`src/rtl/mant_div_iter.sv`:
```
// Iterative restoring mantissa divider: BITS_PER_CYC quotient bits per clock,
// with divide-by-zero and quotient-overflow short cuts and a valid/ack result handshake.
module mant_div_iter #(
  parameter int MANT_W       = 24,
  parameter int BITS_PER_CYC = 1
) (
  input  logic                in_clk,
  input  logic                in_rst,
  input  logic                in_start,
  input  logic [2*MANT_W-3:0] in_dividend,
  input  logic [MANT_W-1:0]   in_divisor,
  input  logic                in_ack,
  output logic                out_ready,
  output logic                out_valid,
  output logic [MANT_W-1:0]   out_quotient,
  output logic [2*MANT_W-3:0] out_remainder,
  output logic                out_sticky,
  output logic                out_dz,
  output logic                out_ovf
);

  localparam int          N     = MANT_W / BITS_PER_CYC;
  localparam int          DW    = 2*MANT_W - 2;
  localparam int          XW    = 2*MANT_W;
  localparam int          CNT_W = (N > 1) ? $clog2(N) : 1;
  localparam int unsigned BPC   = BITS_PER_CYC;

  typedef enum logic [1:0] {IDLE, RUN, DONE} state_t;

  state_t            state, state_nx;
  logic [CNT_W-1:0]  cnt;
  logic [MANT_W-1:0] div_q;
  logic              accept;
  logic              div_zero;
  logic              ovf_det;
  logic              special;
  logic [DW-1:0]     rem_step;
  logic [MANT_W-1:0] q_step;
  logic [XW-1:0]     shifted;
  int unsigned       bit_idx;

  assign div_zero = (in_divisor == '0);
  assign ovf_det  = ({2'b00, in_dividend} >= ({{MANT_W{1'b0}}, in_divisor} << MANT_W));
  assign special  = div_zero | ovf_det;
  assign accept   = in_start & out_ready;

  always_ff @(posedge in_clk) begin
    if (in_rst) state <= IDLE;
    else        state <= state_nx;
  end

  always_comb begin
    state_nx = state;
    if (accept) begin
      state_nx = special ? DONE : RUN;
    end else begin
      case (state)
        IDLE:    state_nx = IDLE;
        RUN:     if (cnt == '0) state_nx = DONE;
        DONE:    if (in_ack) state_nx = IDLE;
        default: state_nx = IDLE;
      endcase
    end
  end

  always_comb begin
    out_ready  = (state == IDLE) || ((state == DONE) && in_ack);
    out_valid  = (state == DONE);
    out_sticky = |out_remainder;
  end

  // Compare at full 2*MANT_W width; the subtract itself can be narrow because
  // it only happens when the shifted divisor is not larger than the remainder.
  always_comb begin
    rem_step = out_remainder;
    q_step   = out_quotient;
    shifted  = '0;
    bit_idx  = 0;
    for (int unsigned j = 0; j < BPC; j++) begin
      bit_idx = 32'(cnt) * BPC + (BPC - 1 - j);
      shifted = {{MANT_W{1'b0}}, div_q} << bit_idx;
      if ({2'b00, rem_step} >= shifted) begin
        rem_step = rem_step - shifted[DW-1:0];
        q_step   = q_step | (MANT_W'(1) << bit_idx);
      end
    end
  end

  always_ff @(posedge in_clk) begin
    if (in_rst) begin
      cnt           <= '0;
      div_q         <= '0;
      out_quotient  <= '0;
      out_remainder <= '0;
      out_dz        <= 1'b0;
      out_ovf       <= 1'b0;
    end else if (accept) begin
      cnt           <= CNT_W'(N - 1);
      div_q         <= in_divisor;
      out_remainder <= in_dividend;
      out_quotient  <= special ? '1 : '0;
      out_dz        <= div_zero;
      out_ovf       <= ~div_zero & ovf_det;
    end else if (state == RUN) begin
      out_remainder <= rem_step;
      out_quotient  <= q_step;
      if (cnt != '0) cnt <= cnt - CNT_W'(1);
    end
  end

endmodule

```
`config.mk`:
```
export PLATFORM = sky130hd
export DESIGN_NAME = mant_div_iter
export DESIGN_NICKNAME = d
export VERILOG_FILES = /design/src/rtl/mant_div_iter.sv
export SDC_FILE = /design/constraint.sdc
export NUM_CORES = 1
export LEC_CHECK = 0
export ABC_CLOCK_PERIOD_IN_PS = 9600
export CORE_UTILIZATION = 25
export DETAILED_ROUTE_END_ITERATION = 10
export GPL_ROUTABILITY_DRIVEN = 0
export GPL_TIMING_DRIVEN = 0
export HOLD_SLACK_MARGIN = 0.03
export PLACE_DENSITY = 0.43
export SYNTH_ARGS = -nofsm -noshare
export SYNTH_HDL_FRONTEND = slang
export SYNTH_SLANG_ARGS = --single-unit
```
`constraint.sdc`:
```
create_clock -name in_clk -period 9.6 [get_ports in_clk]
set_input_delay 1.92 -clock in_clk [delete_from_list [all_inputs] [get_ports in_clk]]
set_output_delay 1.92 -clock in_clk [all_outputs]
set_load 0.01 [all_outputs]
```
* Word-level counts from Yosys, hierarchy flattened
Cells that the tools add are included.
Word-level totals: word-level logic and storage cells 53, input bits 74, output and inout port bits 75, bits in registers 103
Cells by class: equal/unequal tests 4, order comparisons 2, add/sub/neg operators 2, reductions and logical operators 15, shift-type cells 2, bitwise operators 5, muxes and demuxes 15
Operators with widths (number):
- 46-bit two-way mux | 3
- 46-bit by 48-bit >= comparator with 1-bit output | 2
- 24-bit two-way mux | 4
- 24-bit by 5-bit left shift with 48-bit output | 1
- 46-bit OR reduction | 1
- 46-bit subtractor | 1
- 24-bit logical NOT | 1
- 24-bit bitwise OR | 1
- 1-bit by 5-bit left shift with 24-bit output, first input constant | 1
- 5-bit two-way mux | 3
- 2-bit two-way mux | 4
- 2-bit AND reduction | 4
- 2-bit nonzero test | 3
- 5-bit logical NOT | 1
- 5-bit nonzero test | 1
- 5-bit by 1-bit subtractor with 5-bit output, second input constant | 1
- 2-bit case mux with 2 select lines | 1
- 3-bit by 2-bit inequality test with 1-bit output, second input constant | 1
- 3-bit inequality test, second input constant | 1
- 1-bit AND | 2
- 2-bit by 1-bit == test with 1-bit output, second input constant | 1
- 2-bit == test, second input constant | 1
- 2-bit logical NOT | 1
- 2-bit OR reduction | 1
- other kinds (4) | 4

* Depth between registers and ports, before layout
Gate-level depths: netlist of the first run.
depth after elaboration 6, depth in mapped cells 23

* Worst setup path before layout of the first run
No wires, ideal clock.
path kind flip-flop to flip-flop, from reg cnt[0], to reg out_remainder[22], arrival time 4.658 ns, slack 4.881 ns, clock period less this slack 4.719 ns, cell stages (with the launch flop) 21, setup time 0.061 ns, path through dfxtp_1 -> buf_6 -> buf_2 -> clkbuf_1 -> clkbuf_1 -> a211oi_1 -> a21oi_1 -> mux2i_1 -> mux2_2 -> mux2_2 -> ha_1 -> clkbuf_1 -> a21o_1 -> a41o_1 -> a31oi_1 -> o311ai_0 -> a211oi_1 -> a21oi_2 -> buf_2 -> nor3_1 -> a221o_1
Between the ends: longest elaborated chain between the ends 5, elaborated cells on any way between the ends 8
RTL lines:
- start, declared | line 31 | logic [CNT_W-1:0] cnt;
- start signal, assigned | line 98 | cnt <= CNT_W'(N - 1);
- start signal, assigned | line 107 | if (cnt != '0) cnt <= cnt - CNT_W'(1);
- 24-bit by 5-bit left shift with 48-bit output * | line 81 | shifted = {{MANT_W{1'b0}}, div_q} << bit_idx;
- 46-bit subtractor | line 83 | rem_step = rem_step - shifted[DW-1:0];
- 46-bit two-way mux | line 82 | if ({2'b00, rem_step} >= shifted) begin
- 46-bit two-way mux | line 104 | end else if (state == RUN) begin
- 46-bit two-way mux | line 97 | end else if (accept) begin
- end signal, assigned | line 100 | out_remainder <= in_dividend;
- end signal, assigned | line 105 | out_remainder <= rem_step;
- end, declared | line 16 | output logic [2*MANT_W-3:0] out_remainder,
Mark *: on every way between the ends. The rest lies on a longest branch, timed or not. The select of a mux whose other input is x is not followed. A chain may end at the register's enable or synchronous reset.

* Worst setup path in the final report of the first run
from reg cnt[0], to reg out_remainder[17]
Same word-level chain as after synthesis.

==> results of run 1 <==
worst min-delay path: stages, from the launching register on:
cell	delay (ns)
sky130_fd_sc_hd__dfxtp_1	0.32
sky130_fd_sc_hd__nand2_1	0.05
sky130_fd_sc_hd__a21oi_1	0.05
flip-flops by register name, summed over array words and instances (netlist names):
register / cells
cnt: 5
div_q: 24
out_dz: 1
out_ovf: 1
out_quotient: 24
out_remainder: 46
state: 2
power breakdown:
| part | switching, mW | internal (mW) |
|---|---|---|
| registers | 0.0855 | 0.490 |
| clock network | 0.193 | 0.185 |
| logic | 1.04 | 0.676 |
| total | 1.32 | 1.35 |
metrics by stage:
stage | util | hold WS [ns] | setup WS [ns]
after global placement | 0.315 | 0.459 | 2.76
after detailed placement | 0.315 | 0.464 | 2.97
after floorplan | - | 0.443 | 4.88
after global routing | 0.323 | 0.497 | 2.53
final | 0.323 | 0.474 | 2.87
after CTS | 0.323 | 0.475 | 3.02
per-layer routing:
| layer | GRT usage | up-vias | routed length, um |
|---|---|---|---|
| met5 | 0 | - | 0 |
| met4 | 0.0572 | 0 | 770 |
| met3 | 0.0375 | 40 | 2420 |
| met2 | 0.346 | 346 | 17700 |
| met1 | 0.312 | 4696 | 19800 |
| li1 | - | 4670 | - |
cells in the final DEF (no fill, tap or decap), drive strengths merged, types with 5 or more instances in the layout:
master         netlist  layout
nand2              179     179
clkdlybuf4s50        0     148
a21oi              148     148
dfxtp              103     103
nor2                95      95
ha                  73      73
o21ai               62      62
clkbuf              47      57
inv                 47      50
a21o                30      30
mux2i               29      29
nor3                29      29
a22oi               26      26
xnor2               26      26
nor4                25      25
o31a                24      24
buf                 22      22
nand4               18      18
xor2                18      18
mux2                16      16
nor2b               15      15
nand2b              15      15
a211oi              14      14
nand3               12      12
a31oi                9       9
o211ai               9       9
a2111oi              9       9
mux4                 8       8
and2                 8       8
o21a                 7       7
o221ai               6       6
o21bai               5       5
or2                  5       5
final cells by class:
| type | instances | area [um2] | share of cell area |
|---|---|---|---|
| Buffer | 69 | 290 | 0.0258 |
| Clock buffer | 10 | 239 | 0.0213 |
| Clock inverter | 5 | 38.8 | 0.00345 |
| Inverter | 47 | 176 | 0.0157 |
| Multi-Input combinational cell | 975 | 6380 | 0.568 |
| Sequential cell | 103 | 2060 | 0.184 |
| Tap cell | 455 | 569 | 0.0507 |
| Timing Repair Buffer | 148 | 1480 | 0.132 |
logic make-up (layout without fill, tap and decap cells):
kind of cell               Yosys count  in the layout  synth area share
and+or+nand+nor                    421            421             0.216
adders and majority gates           74             74             0.105
xor gates and xnor gates            44             44            0.0433
DFF                                103            103             0.232
buffers and inverters              116            279            0.0524
AOI/OAI and AO/OA                  383            383             0.279
muxes                               53             53            0.0731
worst paths after layout:
check	cells past startpoint	slack [ns]	from	end
setup reg to reg	21	2.87	cnt[0]	out_remainder[17]
setup / recovery	21	2.87	cnt[0]	out_remainder[17]
hold / removal	2	0.47	div_q[20]	div_q[20]
hold reg to reg	2	0.47	div_q[20]	div_q[20]
==> impl_summary.txt, run 1 <==
----------------------------------------------------
[Floorplanning]
  Core area ... 34,800 um2
  Horiz. Die Dim ... 191 um
  Die Y ... 191 um
  Initial Utilization ... 0.256
  Ports placed on the boundary ... 149
  Row count ... 68
  Die footprint ... 36,400 um2

[STA]
  Fin. max-slew vios ... 0
  Transition time at the pin with the least slew margin ... 1.05 ns
  Fin Setup TNS ... 0 ns
  Setup violations, final ... 0
  Timing-limited maximum frequency ... 149 MHz
  Fraction of the cycle the final worst path needs ... 0.701
  Final hold violations ... 0
  Minimum clock period after layout ... 6.73 ns
  Slew headroom ... 0.302
  Final worst clock skew ... 0.0142 ns
  RSZ-0062 raised after global routing ... no

[Synth]
  Ys flop type ... sky130_fd_sc_hd__dfxtp_1
  Sequential share of the synthesized area ... 0.232
  Yosys cell types ... 65
  Post-synth top area cell ... sky130_fd_sc_hd__dfxtp_1
  Syn Std Cell Area ... 8900 um2
  Leading cell types by total area after synthesis ... sky130_fd_sc_hd__dfxtp_1, sky130_fd_sc_hd__ha_1, sky130_fd_sc_hd__a21oi_1
  Area share of the leading cell type in the synthesized netlist ... 0.232
  Fraction of registers with async set or reset after synthesis ... 0
  Cell types with the highest counts after synthesis ... sky130_fd_sc_hd__nand2_1, sky130_fd_sc_hd__a21oi_1, sky130_fd_sc_hd__dfxtp_1, sky130_fd_sc_hd__nor2_1, sky130_fd_sc_hd__ha_1
  Mapped Nets ... 1,342
  Gate count after technology mapping ... 1,194
  Count of state elements after synthesis ... 103
  Number of enable-type register cells in the synthesized netlist ... 0
  Post-Syn Area per Cell ... 7.45 um2
  Syn. warnings ... 0
  Dominant cell by count in the synthesized netlist ... sky130_fd_sc_hd__nand2_1

[Setup path]
  Critical path's slowest cell ... sky130_fd_sc_hd__clkbuf_1
  Nature of the critical path startpoint ... register
  Category of the most critical setup path ... register to register
  Buffers & Inverters on Critical Path ... 5
  Endpoint type of the worst setup path ... register
  Crit path required time ... 9.90 ns
  Arr. time, crit path ... 7.03 ns
  Max incr delay on CP ... 0.72 ns
  Largest driver fanout on the critical path ... 10
  Kind of cell with the highest combined delay on the critical path ... buffers and inverters
  Cells along the critical path ... buf_6, buf_2, clkbuf_1, clkbuf_1, mux2i_1, nand2_1, nand2_1, o21ai_0, o21ai_0, or2_2, ha_1, nand2_1, o21ai_0, a21boi_0, o21ai_0, o31ai_1, a21oi_2, nor2_1, clkbuf_1, nand2_1, a21oi_1

[Global route]
  Antenna violations before repair ... 1
  Wire length of the first global-routing pass ... 59,800 um
  Remaining global-route overflow ... 0
  Global Route Usage Sum ... 0.222
  Largest net degree at the start of global routing ... 18
  Vias in the first global route ... 9,454

[Run status]
  Outcome ... finished, final reports clean

[Layout]
  Layout cells sized above 1 ... 0.0494
  # diodes ... 0
  Number of nets in the finished design ... 1,501
  Area delta synth->final ... 26.2%
  Filler cell count ... 3,754
  Number of standard cells in the layout, taps in and fillers out ... 1,812
  Summed area of non-filler cells in the final layout ... 11,200 um2

[Drt]
  Average routed wire per standard cell ... 22.4 um
  Final routed DRC violation total ... 0
  First-iteration detailed-routing DRC count ... 713
  Overall via count from detail_route ... 9,752
  Post-DR vias/cell ... 5.38
  DRT Wirelength ... 40,700 um
  Number of iterations in the first detailed-routing pass ... 5
  Antenna viol nets, final ... 0

[Clock network]
  CTS Buffer Depth ... 2
  Number of clock buffers inserted by TritonCTS ... 9
  Worst-skew pair later-pin latency ... 0.38 ns
  H-Tree Level Count ... 3
  Num Clock Sinks ... 103
  Clock-pin slew on the worst setup and hold paths ... 0.08 ns
  CTS Root Cell ... sky130_fd_sc_hd__clkbuf_16
  Post-CTS setup buffers ... 0
  Number of buffers inserted by hold repair at cts ... 0
  TritonCTS clock tree ... done
  Number of instances resized during post-cts repair ... 0

[Min path]
  Type of the most critical hold path ... register to register

[Flow run]
  # Max-Cap Violations ... 0

[Place]
  Cell area after placement ... 11,000 um2
  Number of placed cells counting well taps ... 1,797
  IO buf count ... 148
  Final HPWL from detailed placement ... 33,000 um

[Pwr]
  Maximum VDD drop ... 93.1 uV
  Total power density per cell area ... 238 nW/um2
  Total leakage power ... 4.43 nW
  Total Power Consumption ... 2.67 mW

----------------------------------------------------
(Power assumes the default switching activity.)
==> run 2, diff against run 1 <==
--- a/config.mk
+++ b/config.mk
@@ -5,7 +5,7 @@
 export SDC_FILE = /design/constraint.sdc
 export NUM_CORES = 1
 export LEC_CHECK = 0
-export ABC_CLOCK_PERIOD_IN_PS = 9600
+export ABC_CLOCK_PERIOD_IN_PS = 6880
 export CORE_UTILIZATION = 25
 export DETAILED_ROUTE_END_ITERATION = 10
 export GPL_ROUTABILITY_DRIVEN = 0
==> constraint.sdc (replaced) <==
create_clock -name in_clk -period 6.88 [get_ports in_clk]
set_input_delay 1.376 -clock in_clk [delete_from_list [all_inputs] [get_ports in_clk]]
set_output_delay 1.376 -clock in_clk [all_outputs]
set_load 0.01 [all_outputs]
==> run 2 against run 1 <==
Net effect:
- worst setup slack lost 2.5 ns
- global-route usage is the same
- design area is essentially flat
- critical path type unchanged
- largest cell class unchanged
- highest routed layer unchanged
==> impl_summary.txt, run 2 (synthesis gave the netlist of run 1 again) <==
----------------------------------------------------
[Pwr]
  Net Switching ... 1.84 mW (+39%)
  Total power density per cell area ... 332 nW/um2 (+39%)
  Part of the power in registers ... 0.216 (about the same)
  Share of power burned in the clock network ... 0.141 (about the same)
  Total leakage power ... 4.44 nW (about the same)
  Combinational share of power ... 0.643 (about the same)
  Internal Power ... 1.89 mW (+40%)
  Sw Share ... 0.494 (about the same)
  Maximum VDD drop ... 130 uV (+39%)

[STA]
  Transition time at the pin with the least slew margin ... 1.04 ns (-0.00836 ns)
  RSZ-0062 raised after global routing ... no
  Slew headroom ... 0.307 (+0.00557)
  Final worst clock skew ... 0.0144 ns (+0.000127 ns)
  Fin. max-slew vios ... 0 (unchanged)
  Fraction of the cycle the final worst path needs ... 0.939 (+0.238)
  Timing-limited maximum frequency ... 155 MHz (+4.2%)
  Fin Setup TNS ... 0 ns (unchanged)
  Setup violations, final ... 0 (unchanged)
  Min Hold Slack ... 0.474 ns (-0.00000100 ns)
  Minimum clock period after layout ... 6.46 ns (-0.268 ns)
  Final hold violations ... 0 (unchanged)

[Setup path]
  Buffers & Inverters on Critical Path ... 5 (unchanged)
  Nature of the critical path startpoint ... register
  Cells along the critical path ... buf_6, buf_2, clkbuf_1, clkbuf_1, mux2i_1, nand2_1, nand2_1, o21ai_0, o21ai_0, or2_2, ha_1, nand2_1, o21ai_0, a21boi_0, o21ai_0, o31ai_1, a21oi_2, nor2_1, clkbuf_2, nand2_1, a21oi_1
  Arr. time, crit path ... 6.76 ns (-0.27 ns)
  Largest driver fanout on the critical path ... 10 (unchanged)
  Endpoint type of the worst setup path ... register
  Crit path required time ... 7.18 ns (-2.72 ns)
  Critical path's slowest cell ... sky130_fd_sc_hd__nor2_1
  Max incr delay on CP ... 0.66 ns (-0.06 ns)
  Kind of cell with the highest combined delay on the critical path ... buffers and inverters
  Category of the most critical setup path ... register to register

[Clock network]
  Number of clock buffers inserted by TritonCTS ... 9 (unchanged)
  Worst-skew pair later-pin latency ... 0.38 ns (about the same)
  Num Clock Sinks ... 103 (unchanged)
  CTS Buffer Depth ... 2 (unchanged)
  CTS Root Cell ... sky130_fd_sc_hd__clkbuf_16
  H-Tree Level Count ... 3 (unchanged)
  Post-CTS setup buffers ... 0 (unchanged)
  TritonCTS clock tree ... done
  Clock-pin slew on the worst setup and hold paths ... 0.08 ns (about the same)

[Floorplanning]
  Row count ... 68 (unchanged)
  Core area ... 34,800 um2 (unchanged)
  Horiz. Die Dim ... 191 um (unchanged)
  Initial Utilization ... 0.256 (unchanged)
  Die Y ... 191 um (unchanged)
  Die footprint ... 36,400 um2 (unchanged)
  Ports placed on the boundary ... 149 (unchanged)

[Layout]
  Commonest cells after routing, fill and taps aside ... sky130_fd_sc_hd__nand2_1, sky130_fd_sc_hd__clkdlybuf4s50_1, sky130_fd_sc_hd__a21oi_1
  Number of flip-flops under the largest register name ... 46 (unchanged)
  Number of nets in the finished design ... 1,501 (unchanged)
  Number of standard cells in the layout, taps in and fillers out ... 1,812 (unchanged)
  Layout cells sized above 1 ... 0.0501 (+0.000737)
  Area delta synth->final ... 26.2% (about the same)
  # diodes ... 0 (unchanged)
  Most common cell after layout, fill and taps aside ... sky130_fd_sc_hd__nand2_1
  Largest registers in the final layout ... out_remainder: 46 flops, div_q: 24 flops, out_quotient: 24 flops
  Filler cell count ... 3,753 (-0.027%)
  Largest Register ... out_remainder

[Global route]
  Antenna violations before repair ... 1 (unchanged)
  Remaining global-route overflow ... 0 (unchanged)
  Vias in the first global route ... 9,454 (unchanged)
  Global Route Usage Sum ... 0.222 (unchanged)
  Largest net degree at the start of global routing ... 18 (unchanged)
  Wire length of the first global-routing pass ... 59,800 um (unchanged)

[Drt]
  Average routed wire per standard cell ... 22.4 um (about the same)
  Number of iterations in the first detailed-routing pass ... 5 (unchanged)
  Final routed DRC violation total ... 0 (unchanged)
  Overall via count from detail_route ... 9,731 (-0.22%)
  Antenna viol nets, final ... 0 (unchanged)
  DRT Wirelength ... 40,600 um (about the same)
  First-iteration detailed-routing DRC count ... 734 (+2.9%)
  Post-DR vias/cell ... 5.37 (-0.22%)

[Place]
  IO buf count ... 148 (unchanged)
  Final HPWL from detailed placement ... 33,000 um (unchanged)
  Number of placed cells counting well taps ... 1,797 (unchanged)

[Min path]
  Type of the most critical hold path ... register to register

[Flow run]
  # Max-Cap Violations ... 0 (unchanged)

[Run status]
  Outcome ... finished, final reports clean

----------------------------------------------------
run 2: cell counts in the layout (fill, tap and decap cells not counted):
Identical to the previous run, type by type.
run 2: routing by layer:
| layer | vias up | share of wire | global-route usage |
|---|---|---|---|
| met1 | 4680 | 0.49 | 0.312 |
| met5 | - | 0 | 0 |
| met3 | 40 | 0.060 | 0.0375 |
| met2 | 341 | 0.43 | 0.346 |
| met4 | 0 | 0.019 | 0.0572 |
| li1 | 4670 | - | - |
run 2: worst paths after layout:
kind,from,end,slack [ns],cells after the start
worst min register to register,div_q[20],div_q[20],0.47,2
worst max-delay path,cnt[0],out_remainder[17],0.42,21
worst min-delay path,div_q[20],div_q[20],0.47,2
worst max register to register,cnt[0],out_remainder[17],0.42,21
run 2: power by group through the flow:
stage	Combinational, mW	Sequential [mW]	Clock [mW]
detailed placement	2.36	0.815	0
global placement	2.36	0.818	0
finish	2.40	0.804	0.527
global route	2.61	0.814	0.556
floorplan	1.57	0.797	0
CTS	2.37	0.802	0.535
run 2: cell type report:
class	instances	area, um2	share of cell area
sequential	103	2060	0.184
clock buffer	10	239	0.0213
tap	455	569	0.0507
timing repair buffer	148	1480	0.132
clock inverter	5	38.8	0.00345
multi-input combinational	975	6380	0.568
inverter	47	176	0.0157
buffer	69	292	0.0259
run 2: timing repair:
item | in CTS | in global routing
setup endpoints to repair | 0 | 10
hold buffers | 0 | 0
gates resized for setup | 0 | 2
run 2: worst min-delay path, stage by stage, from the launching register on:
cell                      delay [ns]
sky130_fd_sc_hd__dfxtp_1        0.32
sky130_fd_sc_hd__nand2_1        0.05
sky130_fd_sc_hd__a21oi_1        0.05
run 2: per-stage QoR:
stage	cell area (um2)	total power, mW	setup slack (ns)	utilization
after floorplan	8900	2.37	2.16	-
after global placement	11000	3.18	0.0425	0.315
after detailed placement	11000	3.17	0.340	0.315
after CTS	11200	3.71	0.300	0.323
after global routing	11200	3.98	0.0818	0.323
final	11200	3.73	0.418	0.323
